<file path="config.mk">
export PLATFORM = sky130hd
export DESIGN_NAME = mux_scan_reg
export DESIGN_NICKNAME = d
export VERILOG_FILES = /design/src/rtl/mux_scan_reg_pkg.sv /design/src/rtl/mux_scan_reg_scan_counter.sv /design/src/rtl/mux_scan_reg.sv
export SDC_FILE = /design/constraint.sdc
export NUM_CORES = 1
export LEC_CHECK = 0
export CELL_PAD_IN_SITES_DETAIL_PLACEMENT = 0
export CELL_PAD_IN_SITES_GLOBAL_PLACEMENT = 2
export CORE_MARGIN = 2
export CORE_UTILIZATION = 27
export CTS_CLUSTER_SIZE = 30
export DETAILED_ROUTE_END_ITERATION = 8
export HOLD_SLACK_MARGIN = 0.03
export PLACE_DENSITY_LB_ADDON = 0.1
export SETUP_SLACK_MARGIN = 0.5
export SYNTH_ARGS = -nofsm -noshare
export SYNTH_HDL_FRONTEND = slang
export SYNTH_SLANG_ARGS = --single-unit
</file>
<file path="constraint.sdc">
create_clock -name clk -period 3.3 [get_ports clk]
set_input_delay 0.495 -clock clk [delete_from_list [all_inputs] [get_ports clk]]
set_output_delay 0.495 -clock clk [all_outputs]
set_load 0.01 [all_outputs]
</file>
<file path="src/rtl/mux_scan_reg_pkg.sv">
//------------------------------------------------------------------------------
// Module  : mux_scan_reg_pkg
// Brief   : Shared state encoding and width helpers for the scanning mux.
// Revision: 1.0 - initial release
//------------------------------------------------------------------------------
`default_nettype none

package mux_scan_reg_pkg;

    // Scan state flag: DIRECT while idle or in direct mode, SCAN while sweeping.
    typedef enum logic {
        ST_DIRECT = 1'b0,
        ST_SCAN   = 1'b1
    } state_t;

    // Ceiling log2 usable in constant expressions; clog2(1) = 0.
    function automatic int clog2(input int value);
        int r;
        r = 0;
        for (int i = 0; i < 31; i++) begin
            if ((1 << i) < value) begin
                r = i + 1;
            end
        end
        return r;
    endfunction

    // Channel-index width; never narrower than one bit.
    function automatic int sel_width(input int n_ch);
        return (clog2(n_ch) < 1) ? 1 : clog2(n_ch);
    endfunction

endpackage

`default_nettype wire

</file>
<file path="src/rtl/mux_scan_reg_scan_counter.sv">
//------------------------------------------------------------------------------
// Module  : scan_counter
// Brief   : Scan pointer and dwell counter for the round-robin scan.
//           ptr/last_dwell/wrap_next describe the current (effective) step;
//           restart makes the step behave as a fresh start at channel 0.
// Revision: 1.0 - initial release
//------------------------------------------------------------------------------
`default_nettype none

module scan_counter
    import mux_scan_reg_pkg::*;
#(
    parameter int N_CH  = 4,
    parameter int DWELL = 1
) (
    input  logic                        clk,
    input  logic                        rst,
    input  logic                        step,
    input  logic                        restart,
    output logic [sel_width(N_CH)-1:0]  ptr,
    output logic                        last_dwell,
    output logic                        wrap_next
);

    localparam int SEL_W = sel_width(N_CH);
    localparam int DWL_W = clog2(DWELL) + 1;

    localparam logic [SEL_W-1:0] c_last_ch  = SEL_W'(N_CH - 1);
    localparam logic [DWL_W-1:0] c_last_dwl = DWL_W'(DWELL - 1);

    logic [SEL_W-1:0] r_cur;
    logic [DWL_W-1:0] r_dwl;
    logic [DWL_W-1:0] w_dwl;

    // Effective position: a restart reads as channel 0 with a fresh dwell.
    assign ptr        = restart ? '0 : r_cur;
    assign w_dwl      = restart ? '0 : r_dwl;
    assign last_dwell = (w_dwl == c_last_dwl);
    assign wrap_next  = last_dwell && (ptr == c_last_ch);

    // Advance on a scan step; a restart without a step clears the position.
    always_ff @(posedge clk) begin
        if (rst) begin
            r_cur <= '0;
            r_dwl <= '0;
        end else if (step) begin
            if (last_dwell) begin
                r_dwl <= '0;
                r_cur <= wrap_next ? '0 : ptr + 1'b1;
            end else begin
                r_dwl <= w_dwl + 1'b1;
                r_cur <= ptr;
            end
        end else if (restart) begin
            r_cur <= '0;
            r_dwl <= '0;
        end
    end

endmodule

`default_nettype wire

</file>
<file path="src/rtl/mux_scan_reg.sv">
//------------------------------------------------------------------------------
// Module  : mux_scan_reg
// Brief   : N_CH-channel registered multiplexer with direct select and an
//           autonomous round-robin scan with programmable dwell.
// Revision: 1.0 - initial release
//------------------------------------------------------------------------------
`default_nettype none

module mux_scan_reg
    import mux_scan_reg_pkg::*;
#(
    parameter int N_CH  = 4,
    parameter int WIDTH = 1,
    parameter int DWELL = 1
) (
    input  logic                        clk,
    input  logic                        rst,
    input  logic                        en,
    input  logic                        mode,
    input  logic [sel_width(N_CH)-1:0]  sel,
    input  logic [N_CH*WIDTH-1:0]       din,
    output logic [WIDTH-1:0]            y,
    output logic [sel_width(N_CH)-1:0]  ch,
    output logic                        valid,
    output logic                        wrap
);

    localparam int SEL_W = sel_width(N_CH);

    state_t           r_state;
    logic [WIDTH-1:0] r_y;
    logic [SEL_W-1:0] r_ch;
    logic             r_valid;
    logic             r_wrap;

    logic             w_step;
    logic             w_restart;
    logic [SEL_W-1:0] w_ptr;
    logic             w_last_dwell;
    logic             w_wrap_next;
    logic [SEL_W-1:0] w_idx;
    logic             w_legal;
    logic [WIDTH-1:0] w_data;

    // A scan step happens on every enabled scan edge. Any enabled edge that is
    // not continuing an active scan (direct mode, or first scan edge) restarts.
    assign w_step    = en && mode;
    assign w_restart = en && (!mode || (r_state == ST_DIRECT));

    scan_counter #(
        .N_CH  (N_CH),
        .DWELL (DWELL)
    ) u_scan_counter (
        .clk        (clk),
        .rst        (rst),
        .step       (w_step),
        .restart    (w_restart),
        .ptr        (w_ptr),
        .last_dwell (w_last_dwell),
        .wrap_next  (w_wrap_next)
    );

    // Channel mux; indices past N_CH (non-power-of-two N_CH) read as zero.
    assign w_idx   = mode ? w_ptr : sel;
    assign w_legal = (int'(w_idx) < N_CH);
    assign w_data  = w_legal ? din[int'(w_idx)*WIDTH +: WIDTH] : '0;

    // Output and state registers; en=0 holds data and drops the strobes.
    always_ff @(posedge clk) begin
        if (rst) begin
            r_state <= ST_DIRECT;
            r_y     <= '0;
            r_ch    <= '0;
            r_valid <= 1'b0;
            r_wrap  <= 1'b0;
        end else if (!en) begin
            r_valid <= 1'b0;
            r_wrap  <= 1'b0;
        end else if (!mode) begin
            r_state <= ST_DIRECT;
            r_y     <= w_data;
            r_ch    <= sel;
            r_valid <= w_legal;
            r_wrap  <= 1'b0;
        end else begin
            r_state <= ST_SCAN;
            r_y     <= w_data;
            r_ch    <= w_ptr;
            r_valid <= 1'b1;
            // wrap_next already implies the final dwell cycle; both are kept
            // so the strobe reads as "last dwell of the last channel".
            r_wrap  <= w_last_dwell && w_wrap_next;
        end
    end

    assign y     = r_y;
    assign ch    = r_ch;
    assign valid = r_valid;
    assign wrap  = r_wrap;

endmodule

`default_nettype wire
</file>
# Yosys cells after proc, flatten, opt, wreduce, memory -nomap -nowiden

Cells that the tools add are included.

Add/sub/neg operators: 2
Eq/ne operators: 1
Shift operators: 1
Multiplexer cells: 10
Bitwise gates (word level): 4
Reductions and logical operators: 7

Operators with widths:

| kind                                        | count |
|---|---|
| 2-to-1 mux 2 bit                            | 5 |
| 2-to-1 mux 1 bit                            | 5 |
| logical AND 1 bit                           | 4 |
| NOT 1 bit                                   | 4 |
| indexed part select 4 x 3 -> 1 bit          | 1 |
| OR reduction 3 bit                          | 1 |
| adder 2 x 1 -> 2 bit, second input constant | 1 |
| == test 2 bit, second input constant        | 1 |
| adder 1 bit, second input constant          | 1 |
| logical NOT 1 bit                           | 1 |
| logical OR 1 bit                            | 1 |

Flip-flop bits (word level): 9
Bits of input ports: 10
Word-level logic and storage cells: 32

# Logic depth before layout (Yosys ltp)

Gate-level depths: netlist of the first run.

Word-level depth: 9
Depth in mapped cells: 7
Depth with buffers taken out: 6

# Hierarchy

A second synthesis of the first run with hierarchy kept.

Cells, all modules: 52
Area, all modules: 447.9 um2

By module, submodules not included:

| module       | instances | cells an instance | area an instance (um2) | sequential area each (um2) |
|---|---|---|---|---|
| mux_scan_reg | 1         | 36                | 299.0                  | 120.1 |
| scan_counter | 1         | 16                | 148.9                  | 60.1 |

# Worst setup path before layout of the first run

OpenSTA, ideal clock, no wires.

Path type: in2reg
Start: input en
End: register u_scan_counter.r_cur[1]
Setup time: 0.114 ns
Data arrival time: 1.491 ns
Setup slack: 1.695 ns
Cell stages on the path: 7
Buffers on the path: 1
Cell sequence: buf_6 > a21boi_1 > nor2b_1 > ha_1 > a32o_1 > a21oi_1 > nor2_1

Word-level cells in the longest chain between the ends: 7
Elaborated cells between the ends (all ways): 11

Ends and longest elaborated chain:

| what                                                         | line                            | text |
|---|---|---|
| from (decl)                                                  | mux_scan_reg.sv:18              | `input logic en,` |
| branches (longest 6 deep; another with adder 2 x 1 -> 2 bit) | -                               |  |
| 2-to-1 mux 2 bit (*)                                         | mux_scan_reg_scan_counter.sv:46 | `end else if (step) begin` |
| to (signal assigned)                                         | mux_scan_reg_scan_counter.sv:49 | `r_cur <= wrap_next ? '0 : ptr + 1'b1;` |
| to (signal assigned)                                         | mux_scan_reg_scan_counter.sv:52 | `r_cur <= ptr;` |
| to (decl)                                                    | mux_scan_reg_scan_counter.sv:31 | `logic [SEL_W-1:0] r_cur;` |

Mark *: on every way between the ends.
A chain may end at the register's enable or synchronous reset.

# Final worst setup path of the first run

Ends and elaborated chain as after synthesis.

==> flow_metrics.tcl, run 1 <==
set metrics [dict create \
    seq_area_frac_synth_pct 39.5 \
    cts.reportedPaths.clkPinSlew_ns 0.06 \
    layout.nets 72 \
    worstSkewPairLatency_ns 0.26 \
    crit_path_top_delay_cell "sky130_fd_sc_hd__clkdlybuf4s50_1" \
    setup.worst_path.class "in -> reg" \
    grt_util_all_layers_pct 11.0 \
    vdd_ir_drop_max_mv 0.195 \
    drt-initial-drc-count 5 \
    finalClockSkew_ns 0.000632 \
    worst-endpoint-required_ns 3.44 \
    synth.lib_cells_used.distinct 22 \
    core_region_area_sq_um 1540 \
    mappedNetlistArea_sq_um 457 \
    layout-drive-gt1-share_pct 15.0 \
    worst-slew-pin-transition_ns 0.485 \
    wl_per_cell_um 13.0 \
    number_of_buffer_cells_added_on_primary_ports 14 \
    final.hold.worst_slack_ns 0.498 \
    cts_max_level 1 \
    detail_route.wirelength_um 987 \
    rows 14 \
    multiInputGateArea_sq_um 254 \
    cts_setup_buffers 0 \
    drc 0 \
    area_growth_pct 35.9 \
    fin_cells 76 \
    final_weighted_congestion_in_routability_driven_placement 0.742 \
    sequential_cell_area_sq_um 180 \
    cts.root.buffer_cell "sky130_fd_sc_hd__clkbuf_4" \
    grt_pass1_vias 334 \
    first_pass_iters 4 \
    ctsLongestPathBuffers 2 \
    tritoncts "yes" \
    status "finished, final reports clean" \
    finalInstanceArea_sq_um 621 \
    area_of_the_die_sq_um 2040 \
    dp_cell_count 72 \
    hpwl_um 729 \
    cts_num_sinks 9 \
    routed-via-count 385 \
    max_stage_delay_ns 0.77 \
    grt.overflow.total 0 \
    dp_worst_setup_slack_ns 0.870 \
    setup_violations 0 \
    final_hold_viol_count 0 \
    slew_violations 0 \
    power_per_cell_area_nw_per_um2 400 \
    total_leakage_power_nw 0.238 \
    drv.max_cap_violation_count 0 \
    holdBufCountCts 0 \
    synth.ff_latch_count 9 \
    cts.repair.resized 0 \
    placed_area_sq_um 594 \
    timing.final.crit_share_pct 65.8 \
    start_kind "primary input" \
    vias_per_std_cell 5.07 \
    worst_hold_path_type "reg -> reg" \
    inserted_clock_buffers 3 \
    fillCellCount 169 \
    antenna_cells 0 \
    number_of_antenna_violations_at_the_first_check_in_global_routing 0 \
    setup-tns-final_ns 0 \
    ys.warnings.count 0 \
    grt_setup_unrepaired "no" \
    timing.max_slew.rel_slack_pct 67.6 \
    pin_count 15 \
    synthCells 44 \
    die-width_um 45.1 \
    pin_count_of_the_biggest_net_entering_global_routing 13 \
    detail-route-antenna-nets 0 \
    starting_density_of_the_core_pct 29.6 \
    syn_avg_cell_area_sq_um 10.4 \
    path_cells "clkdlybuf4s50_1 -> a21boi_1 -> nor2b_1 -> ha_1 -> a32o_1 -> a21oi_1 -> nor2_1" \
    maxClockFrequency_ghz 0.461 \
    global_route_wire_length_before_repair_mm 1.54 \
    worstPathArrival_ns 2.31 \
    timing.critical_path.to_type "flop" \
    dieHeight_um 45.1 \
    worst_slack_ns 1.13 \
    worstPathMaxFanout 12 \
    synth.net_count 55 \
    finalWorstPathRequiredPeriod_ns 2.17 \
]
worst paths after layout:
| check | end | slack, ns | cells after the start | startpoint |
|---|---|---|---|---|
| setup / recovery | u_scan_counter.r_cur[1] | 1.13 | 7 | en |
| hold / removal | ch[1] | 0.50 | 2 | ch[1] |
| setup reg to reg | u_scan_counter.r_cur[1] | 1.83 | 6 | r_state |
| hold reg to reg | ch[1] | 0.50 | 2 | ch[1] |
report_power, final:
group	switching, mW	internal (mW)	total (mW)
registers	0.00348	0.113	0.117
logic	0.0173	0.0255	0.0428
clock network	0.0417	0.0467	0.0885
sequential cells by signal (all words and copies together) (netlist names):
signal and count:
ch 2, r_state 1, u_scan_counter.r_cur 2, u_scan_counter.r_dwl 1
valid 1, wrap 1, y 1
layout make-up:
class | instances | share of cell area, %
well taps | 16 | 3.23
flip-flops and latches | 9 | 29.0
multi-input cells | 33 | 40.9
repair buffers | 14 | 22.6
clock buffers | 4 | 4.23
kinds of logic after synthesis:
kind of cell,count (synthesis),synth area share [%]
adders and majority gates,1,2.74
buffers and inverters,2,4.93
and+or+nand+nor,18,25.2
AOI/OAI and AO/OA,10,18.9
muxes,4,8.77
DFF,9,39.5
critical path, delay by kind of cell:
kind	cells	cell delay (ns)
buffers and inverters	1	0.77
AO/OA/AOI/OAI	3	0.62
adder cells (fa/ha/maj)	1	0.29
AND/OR/NAND/NOR	2	0.13
layout by cell type (no fill, tap or decap):
master	n
sky130_fd_sc_hd__a211oi_1	2
sky130_fd_sc_hd__a21boi_1	1
sky130_fd_sc_hd__a21boi_2	1
sky130_fd_sc_hd__a21oi_1	1
sky130_fd_sc_hd__a31o_4	1
sky130_fd_sc_hd__a31oi_1	1
sky130_fd_sc_hd__a32o_1	1
sky130_fd_sc_hd__and4b_1	1
sky130_fd_sc_hd__clkbuf_1	1
sky130_fd_sc_hd__clkbuf_4	3
sky130_fd_sc_hd__clkdlybuf4s50_1	14
sky130_fd_sc_hd__dfxtp_1	9
sky130_fd_sc_hd__ha_1	1
sky130_fd_sc_hd__mux2i_1	4
sky130_fd_sc_hd__nand2_1	2
sky130_fd_sc_hd__nand2b_1	1
sky130_fd_sc_hd__nand2b_4	1
sky130_fd_sc_hd__nor2_1	5
sky130_fd_sc_hd__nor2b_1	4
sky130_fd_sc_hd__nor2b_2	2
sky130_fd_sc_hd__nor3b_1	1
sky130_fd_sc_hd__o21ai_0	1
sky130_fd_sc_hd__o221ai_1	1
sky130_fd_sc_hd__or3b_2	1
stage by stage:
stage	power [mW]	utilization (%)
finish	0.248	40.3
floorplan	0.142	-
global route	0.261	40.3
global placement	0.161	38.6
detailed placement	0.163	38.6
CTS	0.252	40.3
routing by layer:
layer / wire [um] / GRT usage, % / vias up
li1: - / - / 192
met1: 436 / 13.4 / 173
met2: 443 / 16.0 / 18
met3: 95 / 4.40 / 2
met4: 12 / 7.06 / 0
met5: 0 / 0 / -
synth_stat cells:
cell,number,share of area [%]
sky130_fd_sc_hd__a31o_4,1,3.8
sky130_fd_sc_hd__a21oi_1,1,1.1
sky130_fd_sc_hd__a32o_1,1,2.2
sky130_fd_sc_hd__a21boi_2,1,2.5
sky130_fd_sc_hd__o21ai_0,1,1.1
sky130_fd_sc_hd__ha_1,1,2.7
sky130_fd_sc_hd__nor2b_1,4,5.5
sky130_fd_sc_hd__o221ai_1,1,1.9
sky130_fd_sc_hd__nor2_1,5,4.1
sky130_fd_sc_hd__buf_6,2,4.9
sky130_fd_sc_hd__nand2b_1,1,1.4
sky130_fd_sc_hd__a31oi_1,1,1.4
sky130_fd_sc_hd__a21boi_1,1,1.6
sky130_fd_sc_hd__mux2i_1,4,8.8
sky130_fd_sc_hd__nand2_1,2,1.6
sky130_fd_sc_hd__nor2b_2,2,3.8
sky130_fd_sc_hd__nand2b_4,1,3.0
sky130_fd_sc_hd__nor3b_1,1,1.6
sky130_fd_sc_hd__or3b_2,1,1.9
sky130_fd_sc_hd__and4b_1,1,2.2
sky130_fd_sc_hd__dfxtp_1,9,39
sky130_fd_sc_hd__a211oi_1,2,3.3
Note: power is estimated with default switching activity, not from simulation.
==> run 2, diff against run 1 <==
- CORE_UTILIZATION: 27 -> 25
- clock period: 3.3 -> 2 ns (I/O delays scaled with it)
==> flow_metrics.tcl, run 2 (synthesis results as in run 1) <==
set metrics [dict create \
    area_growth_pct 43.8 \
    worstPathMaxFanout 2 \
    worst_hold_path_type "reg -> reg" \
    grt_util_all_layers_pct 10.7 \
    setup.worst_path.class "reg -> out" \
    vias_per_std_cell 4.32 \
    most_common_cell_after_layout_fill_and_taps_aside "sky130_fd_sc_hd__clkdlybuf4s50_1" \
    finalInstanceArea_sq_um 657 \
    number_of_antenna_violations_at_the_first_check_in_global_routing 0 \
    crit_path_top_delay_cell "sky130_fd_sc_hd__clkdlybuf4s50_1" \
    max_stage_delay_ns 0.54 \
    vdd_ir_drop_max_mv 0.262 \
    grt_setup_unrepaired "no" \
    drt-initial-drc-count 5 \
    inserted_clock_buffers 3 \
    layout.nets 74 \
    timing.max_slew.rel_slack_pct 77.5 \
    detail_route.wirelength_um 971 \
    fillCellCount 195 \
    pin_count_of_the_biggest_net_entering_global_routing 12 \
    global_route_wire_length_before_repair_mm 1.59 \
    pin_count 15 \
    worstSkewPairLatency_ns 0.26 \
    setup_violations 0 \
    detail-route-antenna-nets 0 \
    wl_per_cell_um 11.2 \
    antenna_cells 0 \
    power_per_cell_area_nw_per_um2 621 \
    drv.max_cap_violation_count 0 \
    area_of_the_die_sq_um 2180 \
    cts.reportedPaths.clkPinSlew_ns 0.06 \
    ctsLongestPathBuffers 2 \
    finalWorstPathRequiredPeriod_ns 1.42 \
    fin_cells 87 \
    grt_pass1_vias 357 \
    post-layout-total-power_uw 408 \
    worst-endpoint-required_ns 1.70 \
    status "finished, final reports clean" \
    finalClockSkew_ns 0.00662 \
    routed-via-count 376 \
    cts_num_sinks 9 \
    number_of_buffer_cells_added_on_primary_ports 14 \
    maxClockFrequency_ghz 0.704 \
    drc 0 \
    placed_area_sq_um 621 \
    start_kind "flop" \
    worstPathArrival_ns 1.12 \
    core_region_area_sq_um 1730 \
    rows 15 \
    timing.final.crit_share_pct 71.1 \
    worst-slew-pin-transition_ns 0.337 \
    final_weighted_congestion_in_routability_driven_placement 0.658 \
    cts.root.buffer_cell "sky130_fd_sc_hd__clkbuf_4" \
    timing.critical_path.to_type "primary output" \
    path_cells "clkdlybuf4s50_1" \
    first_pass_iters 4 \
    layout.cells.most_common_list "12 x sky130_fd_sc_hd__clkdlybuf4s50_1, 8 x sky130_fd_sc_hd__dfxtp_1, 5 x sky130_fd_sc_hd__nor2_1" \
    dieHeight_um 46.7 \
    total_leakage_power_nw 0.260 \
    die-width_um 46.7 \
    dp_cell_count 83 \
    cp_top_family "buffers and inverters" \
    grt.overflow.total 0 \
    starting_density_of_the_core_pct 26.4 \
    critical_path.n_buffers_inverters 1 \
    layout-drive-gt1-share_pct 22.6 \
    cts_max_level 1 \
    tritoncts "yes" \
    slew_violations 0 \
    final_hold_viol_count 0 \
    cts_setup_buffers 0 \
    setup-tns-final_ns 0 \
]
[run 2: cell type report]
type / count / area [sq um] / share of cell area [%]
well taps: 25 / 31.3 / 4.76
clock buffers: 4 / 26.3 / 4.00
flip-flops and latches: 9 / 181 / 27.6
multi-input cells: 33 / 262 / 39.8
repair buffers: 16 / 156 / 23.8
[run 2: path summary, 6_finish.rpt]
kind                                                end  startpoint  depth (start not counted)  slack, ns
worst max-delay path                                  y           y                          1       0.58
worst min-delay path                              ch[0]       ch[0]                          2       0.48
worst max register to register  u_scan_counter.r_cur[1]     r_state                          6       0.63
worst min register to register                    ch[0]       ch[0]                          2       0.48
[run 2: timing repair]
action / 4_1_cts / 5_1_grt
setup endpoints to repair: 1 / 1
pin swaps: 1 / 1
hold buffers: 0 / 0
resized for setup: 2 / 3
[run 2: metal layers]
metal  vias up  global-route usage [%]  share of wire, %
li1        197                       -                 -
met1       167                    12.1                43
met2        10                    16.9                48
met3         2                    5.38               8.3
met4         0                    5.00              0.51
met5         -                       0                 0
[run 2: through the flow]
stage	hold WS (ns)	worst slack (ns)	util (%)
floorplan	0.439	0.590	-
global placement	0.477	0.118	35.9
detailed placement	0.481	0.123	35.9
CTS	0.490	0.508	37.6
global route	0.514	0.513	38.0
finish	0.483	0.579	38.0
[run 2: report_power, final]
group	leakage (nW)	internal, mW	total, mW	switching, mW
registers	0.0741	0.188	0.194	0.00626
logic	0.171	0.0442	0.0726	0.0284
clock network	0.0150	0.0769	0.141	0.0643
